## src/rtl/div_radix2_pkg.sv

```systemverilog
// div_radix2_pkg: divider FSM states and handshake constants shared by the divider slice.
package div_radix2_pkg;
  typedef enum logic [1:0] {DIV_FREE, DIV_BY_ZERO, DIV_ON, DIV_END} div_state_t;
  localparam logic DIV_RESULT_READY = 1'b1;
  localparam logic DIV_RESULT_NOT_READY = 1'b0;
  localparam logic DIV_START = 1'b1;
endpackage

```

## src/rtl/div_radix2_if.sv

```systemverilog
// div_radix2_if: ALU-to-divider start/ready handshake, operands and {remainder, quotient} result.
interface div_radix2_if #(parameter int WIDTH = 32);
  logic signed_div;
  logic start;
  logic annul;
  logic ready;
  logic [WIDTH-1:0] a;
  logic [WIDTH-1:0] b;
  logic [2*WIDTH-1:0] result;
  modport master(output signed_div, a, b, start, annul, input result, ready);
  modport slave(input signed_div, a, b, start, annul, output result, ready);
endinterface

```

## src/rtl/div_radix2_sign_fix.sv

```systemverilog
// div_sign_fix: operand magnitudes going into the divider and sign restoration of quotient/remainder.
module div_sign_fix #(parameter int WIDTH = 32) (
  input  logic             signed_div,
  input  logic [WIDTH-1:0] a,
  input  logic [WIDTH-1:0] b,
  input  logic             q_neg,
  input  logic             r_neg,
  input  logic [WIDTH-1:0] q,
  input  logic [WIDTH-1:0] r,
  output logic [WIDTH-1:0] abs_a,
  output logic [WIDTH-1:0] abs_b,
  output logic [WIDTH-1:0] q_out,
  output logic [WIDTH-1:0] r_out
);
  always_comb begin
    abs_a = (signed_div && a[WIDTH-1]) ? -a : a;
    abs_b = (signed_div && b[WIDTH-1]) ? -b : b;
    q_out = q_neg ? -q : q;
    r_out = r_neg ? -r : r;
  end
endmodule

```

## src/rtl/div_radix2.sv

```systemverilog
// div_radix2: iterative radix-2 restoring divider, one quotient bit per cycle, registered result.
// DIV_ZERO_FAST_EN: divide-by-zero skips the iterations and completes in two cycles.
module div_radix2 import div_radix2_pkg::*; #(parameter int WIDTH = 32) (
  input logic clk,
  input logic rst,
  div_radix2_if.slave d
);
  div_state_t state;
  logic [5:0] cnt;
  logic [2*WIDTH:0] pr;
  logic [WIDTH-1:0] dvs;
  logic q_neg, r_neg, zf;
  logic [WIDTH+1:0] diff;
  logic [2*WIDTH:0] nxt;
  logic [WIDTH-1:0] abs_a, abs_b, q_in, r_in, q_fix, r_fix;
  // pr = {remainder, dividend bits not yet consumed / quotient bits produced}
  always_comb begin
    diff = pr[2*WIDTH:WIDTH-1] - {2'b0, dvs};
    nxt = diff[WIDTH+1] ? {pr[2*WIDTH-1:0], 1'b0} : {diff[WIDTH:0], pr[WIDTH-2:0], 1'b1};
    q_in = (state == DIV_ON) ? nxt[WIDTH-1:0] : pr[WIDTH-1:0];
    r_in = (state == DIV_ON) ? nxt[2*WIDTH-1:WIDTH] : pr[2*WIDTH-1:WIDTH];
`ifdef DIV_ZERO_FAST_EN
    zf = d.b == '0;
`else
    zf = 1'b0;
`endif
  end
  div_sign_fix #(.WIDTH(WIDTH)) u_fix (
    .signed_div(d.signed_div), .a(d.a), .b(d.b), .q_neg(q_neg), .r_neg(r_neg),
    .q(q_in), .r(r_in), .abs_a(abs_a), .abs_b(abs_b), .q_out(q_fix), .r_out(r_fix)
  );
  always_ff @(posedge clk) begin
    if (!rst) begin
      state <= DIV_FREE;
      cnt <= '0;
      pr <= '0;
      dvs <= '0;
      q_neg <= 1'b0;
      r_neg <= 1'b0;
      d.ready <= DIV_RESULT_NOT_READY;
      d.result <= '0;
    end else begin
      d.ready <= DIV_RESULT_NOT_READY;
      case (state)
        DIV_FREE: if (d.start == DIV_START && !d.annul) begin
          dvs <= abs_b;
          q_neg <= d.signed_div && (d.a[WIDTH-1] ^ d.b[WIDTH-1]);
          r_neg <= d.signed_div && d.a[WIDTH-1];
          cnt <= '0;
          pr <= zf ? {1'b0, abs_a, {WIDTH{1'b1}}} : {{(WIDTH+1){1'b0}}, abs_a};
          state <= zf ? DIV_BY_ZERO : DIV_ON;
        end
        DIV_BY_ZERO: begin
          state <= d.annul ? DIV_FREE : DIV_END;
          d.ready <= d.annul ? DIV_RESULT_NOT_READY : DIV_RESULT_READY;
          if (!d.annul) d.result <= {r_fix, q_fix};
        end
        DIV_ON: if (d.annul) state <= DIV_FREE;
        else begin
          pr <= nxt;
          cnt <= cnt + 6'd1;
          if (cnt == 6'(WIDTH-1)) begin
            state <= DIV_END;
            d.ready <= DIV_RESULT_READY;
            d.result <= {r_fix, q_fix};
          end
        end
        default: state <= DIV_FREE;
      endcase
    end
  end
endmodule

```

## src/flat_wrapper.sv

```systemverilog
// flat-port wrapper written by rule: the top's interface ports become plain ports
module div_radix2_flat import div_radix2_pkg::*;
#(parameter int WIDTH = 32)
  (clk, rst, d_signed_div, d_a, d_b, d_start, d_annul, d_result, d_ready);
  div_radix2_if #(.WIDTH(WIDTH)) d_i ();
  input logic clk;
  input logic rst;
  input wire logic [$bits(d_i.signed_div)-1:0] d_signed_div;
  input wire logic [$bits(d_i.a)-1:0] d_a;
  input wire logic [$bits(d_i.b)-1:0] d_b;
  input wire logic [$bits(d_i.start)-1:0] d_start;
  input wire logic [$bits(d_i.annul)-1:0] d_annul;
  output wire logic [$bits(d_i.result)-1:0] d_result;
  output wire logic [$bits(d_i.ready)-1:0] d_ready;
  assign d_i.signed_div = d_signed_div;
  assign d_i.a = d_a;
  assign d_i.b = d_b;
  assign d_i.start = d_start;
  assign d_i.annul = d_annul;
  assign d_result = d_i.result;
  assign d_ready = d_i.ready;
  div_radix2 #(.WIDTH(WIDTH)) u_core (.clk(clk), .rst(rst), .d(d_i));
endmodule
```

## config.mk

```make
export PLATFORM = sky130hd
export DESIGN_NAME = div_radix2_flat
export DESIGN_NICKNAME = d
export VERILOG_FILES = /design/src/rtl/div_radix2_pkg.sv /design/src/rtl/div_radix2_if.sv /design/src/rtl/div_radix2_sign_fix.sv /design/src/rtl/div_radix2.sv /design/src/flat_wrapper.sv
export SDC_FILE = /design/constraint.sdc
export NUM_CORES = 1
export LEC_CHECK = 0
export CAP_MARGIN = 20
export CORE_MARGIN = 2
export CORE_UTILIZATION = 29
export DETAILED_ROUTE_END_ITERATION = 10
export GPL_ROUTABILITY_DRIVEN = 0
export HOLD_SLACK_MARGIN = 0.03
export PLACE_DENSITY = 0.44
export SKIP_LAST_GASP = 1
export SLEW_MARGIN = 20
export SYNTH_ARGS = -nofsm -noshare
export SYNTH_HDL_FRONTEND = slang
export SYNTH_SLANG_ARGS = --single-unit
export TNS_END_PERCENT = 100
```

## constraint.sdc

```tcl
create_clock -name clk -period 5.3 [get_ports clk]
set_clock_uncertainty 0.05 [all_clocks]
set_input_delay 0.795 -clock clk [delete_from_list [all_inputs] [get_ports clk]]
set_output_delay 0.795 -clock clk [all_outputs]
set_load 0.05 [all_outputs]
```

==> results_dict.tcl <==
set metrics [dict create \
    diodes 0 \
    crit_family "simple AND/OR/NAND/NOR gates" \
    pwr_density_cell_mw_per_mm2 307 \
    synth.avg_cell_area_sq_um 7.14 \
    maxSlewViolCount 0 \
    synth-seq-cells 172 \
    gr-usage-all-layers 0.204 \
    initial_core_util 0.295 \
    cap_violations 0 \
    slowest_delay_ps 550 \
    post-dp-hpwl_microns 35000 \
    period_needed_ps 4840 \
    die_w_microns 214 \
    max_slew_margin 0.296 \
    antenna_found_initial 0 \
    final_antenna_net_count 0 \
    switchingPower_mw 2.02 \
    cp_common_cell "or3_1" \
    synth_area_leaders "dfxtp_1, a21oi_1, nand2_1" \
    nNetsFinal 1987 \
    drive_above_1_share 0.0672 \
    seqPwrFrac 0.304 \
    postLayoutCellArea_sq_mm 0.0154 \
    start_kind "flip-flop" \
    grt_max_degree 145 \
    dr_total_vias 12900 \
    required_ps 5660 \
    ios 134 \
    core_area_sq_mm 0.0432 \
    synthSimpleGateAreaFrac 0.248 \
    clockBufferDepth 2 \
    fp-row-count 76 \
    cts_root_buffer "clkbuf_16" \
    syn2layout_area_growth_pct 20.9 \
    cts_max_level 4 \
    arrival_ps 5210 \
    dr.first_iter.drc_count 898 \
    yosysTopAreaCellShare 0.270 \
    synth-xor-area-share 0.0811 \
    worstPathMaxFanout 14 \
    final_common_cell "nand2_1" \
    status "finished clean" \
    synth_fp_nets 1894 \
    hold_violations 0 \
    comb_power_share 0.421 \
    clkTransAtPathRegs_ps 80 \
    final-setup-viol-count 0 \
    drt_first_pass_iters 5 \
    multi_input_area_sq_mm 0.00865 \
    swShare 0.428 \
    final_cell_mix "nand2_1, nor2_1, a21oi_1, dfxtp_1, clkdlybuf4s50_1" \
    worstPathCellList "ha_1 -> nand4_2 -> or3_1 -> a211o_1 -> a31oi_4 -> or3_1 -> nand2_4 -> nand2_1 -> o21ai_0 -> mux2i_1 -> ha_1 -> nand3b_1 -> or3_1 -> or4_1 -> nand3_1" \
    finalPower_mw 4.72 \
    ff2ff_setup_slack_ps 460 \
    hold_class "reg2reg" \
    power_frac_clock 0.274 \
    endpoint_kind "flip-flop" \
    cts_tree "built" \
    yosysSeqAreaShare 0.270 \
    chipHeight_microns 214 \
    ys_warn_count 0 \
    via_per_inst 5.22 \
    yosys.area.top_type "dfxtp_1" \
    fin_cells 2474 \
    synth_cell_type_count 89 \
    synth_edf_count 0 \
    io_buffers 133 \
    synth_async_sr_flop_share 0 \
    fin_ws_ps 455 \
    numCtsBuffers 17 \
    worst-setup-path-type "reg2reg" \
    regArea_sq_mm 0.00344 \
    p_int_mw 2.70 \
    grt_pass1_wl_microns 71600 \
    cts_sinks 172 \
    synth_ff_type "dfxtp_1" \
    wire_per_inst_microns 18.6 \
    ir_drop_v 0.000170 \
    synth.mux.area_fraction 0.0192 \
    clk_latency_ps 470 \
    synth-compound-area-share 0.286 \
    finalCritPeriodShare 0.914 \
    synth_top_family_by_area "compound AO/OA/AOI/OAI gates" \
    hold_slack_ps 401 \
    timing.fmax_mhz 206 \
    leakage_nw 5.49 \
    post-place-cells 2442 \
    synth_area_sq_mm 0.0127 \
    tns_ps 0 \
    grt-ovfl-total 0 \
    wirelength_microns 46000 \
    cts_setup_buffers 0 \
    drcViolationCount 0 \
    tightest_slew_ps 1030 \
    post_dp_cell_area_sq_mm 0.0148 \
    synthAdderAreaFrac 0.0418 \
    pre_cts_ws_ps 343 \
    post-route-util 0.357 \
    dieArea_sq_mm 0.0456 \
    nFillCells 4681 \
    first_global_vias 11900 \
    rsz0062_at_grt "no" \
    critPathSlowestCell "or3_1" \
    crit_buf_inv 0 \
    synth_cells 1783 \
]
## registers in the layout, summed over array words and instances, names as in the netlist
| name | flops |
|---|---|
| u_core.r_neg | 1 |
| u_core.cnt | 6 |
| u_core.q_neg | 1 |
| u_core.pr | 65 |
| u_core.d.ready | 1 |
| u_core.dvs | 32 |
| u_core.state | 2 |
| u_core.d.result | 64 |
## cell families (layout without fill, tap and decap cells)
logic type / after synthesis / count (layout)
compound gates: 568 / 568
mux: 24 / 24
flops: 172 / 172
fa+ha+maj: 42 / 42
xor+xnor: 118 / 118
buf+inv: 174 / 280
simple gates: 685 / 685
## tightest hold or removal path: stages (launching register included)
cell and delay (ps):
dfxtp_1 310, nand2_1 50, a21oi_1 50
## synthesized netlist by cell type, drive strengths merged, types with 28 or more instances
master,instances
a211oi,57
a21oi,199
buf,28
clkbuf,84
dfxtp,172
ha,41
inv,62
nand2,239
nand3,35
nor2,214
nor3,36
o21ai,121
xnor2,52
xor2,66
## per-layer routing
metal,vias to the layer above,share of wire,GRT usage
met5,-,0,0
met4,0,0.012,0.0465
met3,39,0.049,0.0324
met2,326,0.39,0.276
met1,5975,0.55,0.327
li1,6564,-,-
## timing repair
action                                  CTS  global route
endpoints found under the setup margin    0             2
hold buffers                              0             0
resized for setup                         0             1
## cell type report
| class | count | share of cell area |
|---|---|---|
| multi-input combinational | 1437 | 0.562 |
| sequential | 172 | 0.224 |
| timing repair buffer | 186 | 0.113 |
| tap | 585 | 0.0475 |
| clock buffer | 18 | 0.0285 |
| inverter | 62 | 0.0153 |
| clock inverter | 14 | 0.00999 |
## final timing paths
kind	start	to	cells after the start
hold / removal	u_core.d.result[18]	u_core.d.result[18]	2
setup reg to reg	u_core.pr[42]	u_core.d.result[54]	15
setup / recovery	u_core.pr[42]	u_core.d.result[54]	15
hold reg to reg	u_core.d.result[18]	u_core.d.result[18]	2
## power by group through the flow
stage	clock network, mW	registers (mW)	logic [mW]
5_1_grt	1.38	1.45	2.19
4_1_cts	1.34	1.44	1.98
2_1_floorplan	0	1.47	1.30
3_5_place_dp	0	1.47	1.97
3_3_place_gp	0	1.46	1.96
6_report	1.30	1.44	1.99
Power figures use the tool's default switching activity.
